===== src/rtl/vga_sync_timer.sv =====
// vga_sync_timer: pixel/line counters with registered sync, blanking and
// line/frame start decodes for a parameterised raster. Every output is a
// flop; decodes are computed from the next counter values so they line up
// with the hpos/vpos presented in the same cycle.
module vga_sync_timer #(
    parameter int   H_VIS       = 640,  // visible pixels per line
    parameter int   H_FP        = 16,   // horizontal front porch
    parameter int   H_SYNC      = 96,   // hsync width
    parameter int   H_BP        = 48,   // horizontal back porch
    parameter int   V_VIS       = 480,  // visible lines
    parameter int   V_FP        = 10,   // vertical front porch
    parameter int   V_SYNC      = 2,    // vsync width
    parameter int   V_BP        = 33,   // vertical back porch
    parameter logic SYNC_ACTIVE = 1'b0  // level of hsync/vsync during the pulse
) (
    input  logic       clk,
    input  logic       rst_n,
    input  logic       ce,
    output logic       hsync,
    output logic       vsync,
    output logic       display_on,
    output logic [9:0] hpos,
    output logic [9:0] vpos,
    output logic       line_start,
    output logic       frame_start,
    output logic [7:0] frame_cnt
);

    localparam int H_TOTAL = H_VIS + H_FP + H_SYNC + H_BP;
    localparam int V_TOTAL = V_VIS + V_FP + V_SYNC + V_BP;

    localparam logic [9:0] H_LAST   = 10'(H_TOTAL - 1);
    localparam logic [9:0] V_LAST   = 10'(V_TOTAL - 1);
    localparam logic [9:0] H_VIS_L  = 10'(H_VIS);
    localparam logic [9:0] V_VIS_L  = 10'(V_VIS);
    localparam logic [9:0] HS_START = 10'(H_VIS + H_FP);
    localparam logic [9:0] HS_END   = 10'(H_VIS + H_FP + H_SYNC - 1);
    localparam logic [9:0] VS_START = 10'(V_VIS + V_FP);
    localparam logic [9:0] VS_END   = 10'(V_VIS + V_FP + V_SYNC - 1);

    logic [9:0] h_next;
    logic [9:0] v_next;
    logic       wrap_h;
    logic       wrap_v;
    logic       hsync_next;
    logic       vsync_next;
    logic       display_next;

    // Next counter values and wrap events, plus decodes of those next values.
    always_comb begin
        // NOTE: every signal gets a default first so no path leaves it unassigned (no latch).
        h_next = hpos;
        v_next = vpos;
        wrap_h = 1'b0;
        wrap_v = 1'b0;
        if (ce) begin
            if (hpos == H_LAST) begin
                h_next = '0;
                wrap_h = 1'b1;
                if (vpos == V_LAST) begin
                    v_next = '0;
                    wrap_v = 1'b1;
                end else begin
                    v_next = vpos + 10'd1;
                end
            end else begin
                h_next = hpos + 10'd1;
            end
        end
        hsync_next   = ((h_next >= HS_START) && (h_next <= HS_END)) ? SYNC_ACTIVE : ~SYNC_ACTIVE;
        vsync_next   = ((v_next >= VS_START) && (v_next <= VS_END)) ? SYNC_ACTIVE : ~SYNC_ACTIVE;
        display_next = (h_next < H_VIS_L) && (v_next < V_VIS_L);
    end

    // Register counters, decodes and one-cycle start pulses; reset parks the
    // raster on its last pixel so the first enabled edge starts a new frame.
    always_ff @(posedge clk) begin
        // NOTE: state updates use non-blocking assignments so all flops sample the same pre-edge values.
        if (!rst_n) begin
            hpos        <= H_LAST;
            vpos        <= V_LAST;
            hsync       <= ~SYNC_ACTIVE;
            vsync       <= ~SYNC_ACTIVE;
            display_on  <= 1'b0;
            line_start  <= 1'b0;
            frame_start <= 1'b0;
            frame_cnt   <= 8'hFF;
        end else begin
            // Pulses track the wrap of this edge only, so they drop when ce is low.
            line_start  <= wrap_h;
            frame_start <= wrap_v;
            if (ce) begin
                hpos       <= h_next;
                vpos       <= v_next;
                hsync      <= hsync_next;
                vsync      <= vsync_next;
                display_on <= display_next;
                if (wrap_v) begin
                    frame_cnt <= frame_cnt + 8'd1;
                end
            end
        end
    end

endmodule


===== config.mk =====
export PLATFORM = sky130hd
export DESIGN_NAME = vga_sync_timer
export DESIGN_NICKNAME = d
export VERILOG_FILES = /design/src/rtl/vga_sync_timer.sv
export SDC_FILE = /design/constraint.sdc
export NUM_CORES = 1
export LEC_CHECK = 0
export BUFFER_PORTS_ARGS = -buffer_cell sky130_fd_sc_hd__buf_4
export CAP_MARGIN = 15
export CORE_AREA = 3 3 68 70
export CTS_BUF_LIST = sky130_fd_sc_hd__clkbuf_8
export CTS_CLUSTER_SIZE = 25
export DETAILED_ROUTE_END_ITERATION = 8
export DIE_AREA = 0 0 71 73
export GPL_ROUTABILITY_DRIVEN = 0
export MAX_ROUTING_LAYER = met4
export PLACE_DENSITY = 0.65
export SLEW_MARGIN = 20
export SYNTH_ARGS = -nofsm -noshare
export SYNTH_HDL_FRONTEND = slang
export SYNTH_SLANG_ARGS = --single-unit

===== constraint.sdc =====
create_clock -name clk -period 1.9 [get_ports clk]
set_input_delay 0.285 -clock clk [delete_from_list [all_inputs] [get_ports clk]]
set_output_delay 0.285 -clock clk [all_outputs]
set_load 0.01 [all_outputs]

==> reports/metrics.cfg <==
[placed_design]
place_area_sq_mm=0.00230
hpwl_microns=3190
port_buffers=35
placedCellCount=315
preCtsSetupSlack_ns=-0.0672

[detailed_routing]
drtPass1Iterations=4
drtIter0Drc=126
drc=0
drt-total-wl_microns=4390
routed_via_density=5.22
routedWlPerCell_microns=13.4
drtAntennaViolNets=0
vias=1712

[setup_path]
crit_fanout=3
crit_path_end_kind=flip-flop
slowest_stage=or4_4
timing.rr.start=hpos[0]
startpoint=hpos[0]
cp-start-kind=flip-flop
path_buf_inv=0
worstPathRequired_ns=2.11
path_class=flip-flop to flip-flop
path_cells=ha_4 > nand2_4 > or4_4 > or3_4 > a21oi_4 > nor3_2 > a31oi_1
worstPathArrival_ns=2.15
max_stage_delay_ns=0.56
cp_top_family=simple AND/OR/NAND/NOR gates

[die]
fp.dieH_microns=73
rows=23
die_area_sq_mm=0.00518
core_area_sq_mm=0.00403
dieWidth_microns=71
pin_count=36
initial_core_util_pct=42.5

[synthesis]
synth-seq-cells=33
ys.flop_type=dfxtp_1
syn_inst=203
synth_top_family_by_area=simple AND/OR/NAND/NOR gates
async_reset_ff_share_pct=0
syn-num-nets=210
synth_compound_area_share_pct=11.4
synth_xor_area_share_pct=9.20
yosysTopAreaCell=dfxtp_1
yosysSeqAreaShare_pct=38.6
synth-adder-area-share_pct=2.92
synth.area.top_cells=dfxtp_1 (39%), nand2_1 (6.4%), xor2_1 (6.1%), xnor2_1 (3.1%), and2_1 (2.9%)
postSynthAreaPerCell_sq_um=8.44
synth_warnings=0
synthSimpleGateAreaFrac_pct=32.7
yosys.area.top_type_share_pct=38.6
synthMuxAreaShare_pct=0.584
synth.most_common_cell=dfxtp_1
synth.distinct_cells=47
synth_edf_count=0
netlist_area_sq_mm=0.00171
synth_commonest_cells=dfxtp_1 (33), nand2_1 (29), xor2_1 (12)

[sta]
finalWorstSetupSlack_ns=-0.0467
max_slew.worst_pin.slew_ns=0.417
period_share_pct=102
relSlewSlack_pct=72.2
fin_crit_ns=1.95
holdWs_ns=0.253
report.final.setup_viol=1
final_max_slew_viol_count=0
skew_ns=0.00422
fmax_ghz=0.514
hold_viol=0
rsz0062_at_grt=true

[run_status]
violations=negative setup slack
outcome=finished with violations

[final_layout]
fillCellCount=361
diodes=0
seq_area_sq_um=674
drive_gt1_share_pct=39.2
multiInputGateArea_sq_mm=0.00107
final_area_sq_mm=0.00252
finalNonFillerCells=328
fin_nets=284
syn_to_final_growth_pct=47.0

[clock_network]
cts_tree=done
clockRootBuffer=clkbuf_8
clockBufferDepth=2
clock_latency_ns=0.28
cts_buffers=5
cts.clk_slew.worst_paths_ns=0.07
htree_levels=2
cts_sinks=33

[global_routing]
grt_start_max_net_pins=20
gr-total-overflow=0
grt_pass1_vias=1609
antenna_found_initial=0
grt_pass1_wl_microns=7470
track_usage_pct=18.6

[worst_hold_path]
min_path_type=input port to flip-flop
holdCritStartpoint=rst_n

[power_and_ir_drop]
power.leakage_nw=1.10
power.density_mw_per_mm2=942
peakVddDrop_mv=0.585

[run]
drv_cap=0

layout make-up:
class	count	share of cell area, %
timing repair buffer	78	23.6
clock inverter	2	0.298
sequential	33	26.8
clock buffer	6	3.28
tap	50	2.49
inverter	6	0.895
multi-input combinational	153	42.7
per-layer routing:
| metal | wire [microns] | up-vias | GRT usage, % | part of all wire [%] |
|---|---|---|---|---|
| met1 | 2020 | 781 | 23.7 | 46 |
| met4 | 102 | 0 | 8.14 | 2.3 |
| met5 | 0 | - | - | 0 |
| met2 | 2000 | 58 | 28.5 | 45 |
| met3 | 275 | 15 | 4.13 | 6.3 |
| li1 | - | 858 | - | - |
through the flow:
step | TNS [ns] | power (W) | util (%)
3_3_place_gp | -0.0525 | 0.00174 | 57.0
6_report | -0.0467 | 0.00237 | 62.5
5_1_grt | -0.246 | 0.00253 | 62.5
3_5_place_dp | -0.101 | 0.00175 | 57.0
4_1_cts | -0.0332 | 0.00234 | 61.1
2_1_floorplan | -0.181 | 0.00138 | -
cells by family after synthesis:
group | count (synthesis)
XOR/XNOR | 18
buffers and inverters | 17
flip-flops | 33
AO/OA/AOI/OAI | 30
adder cells (fa/ha/maj) | 4
multiplexers | 1
AND/OR/NAND/NOR | 100
worst paths after layout:
kind / to / slack [ns] / depth (start not counted)
max: vsync / -0.05 / 7
min: hpos[8] / 0.25 / 2
max reg2reg: vsync / -0.05 / 7
min reg2reg: hsync / 0.50 / 2
flip-flops by register name, indices dropped and copies added, names as in the netlist:
signal	cells
hpos	10
line_start	1
hsync	1
vsync	1
vpos	10
display_on	1
frame_start	1
frame_cnt	8
repair_timing:
| item | 4_1_cts | 5_1_grt |
|---|---|---|
| setup buffers | 2 | 2 |
| hold buffers | 0 | 0 |
| resized for setup | 12 | 11 |
| pin swaps | 6 | 9 |
| endpoints found under the setup margin | 5 | 13 |
| gates cloned | 1 | 0 |
placed cells by master, fill, tap and decap left out, types with 2 or more instances in the layout:
master    count
dfxtp_4       3
o211ai_1      2
nand4_1       8
dfxtp_2       2
inv_1         8
nand2b_1      3
xnor2_1       6
a21oi_1       6
xor2_1       11
nor3_1        6
nor4_4        2
buf_6         2
nand2_1      28
clkbuf_8      6
o21ai_0       7
a31oi_1       3
nor3_2        2
nor2b_1       6
and2_1        8
nor2_1        9
and3_1        4
nand3_1       8
and3_2        2
ha_1          3
buf_4        76
dfxtp_1      28
worst register-to-register path: stages (launching register included):
cell	delay [ns]
dfxtp_4	0.36
ha_4	0.14
nand2_4	0.07
or4_4	0.56
or3_4	0.36
a21oi_4	0.16
nor3_2	0.07
a31oi_1	0.16
report_power, final:
part	leakage [nW]	switching (W)	internal, W
logic	0.779	0.000478	0.000493
registers	0.270	0.0000918	0.000781
clock network	0.0538	0.000244	0.000284
total	1.10	0.000813	0.00156
Power figures use the tool's default switching activity.
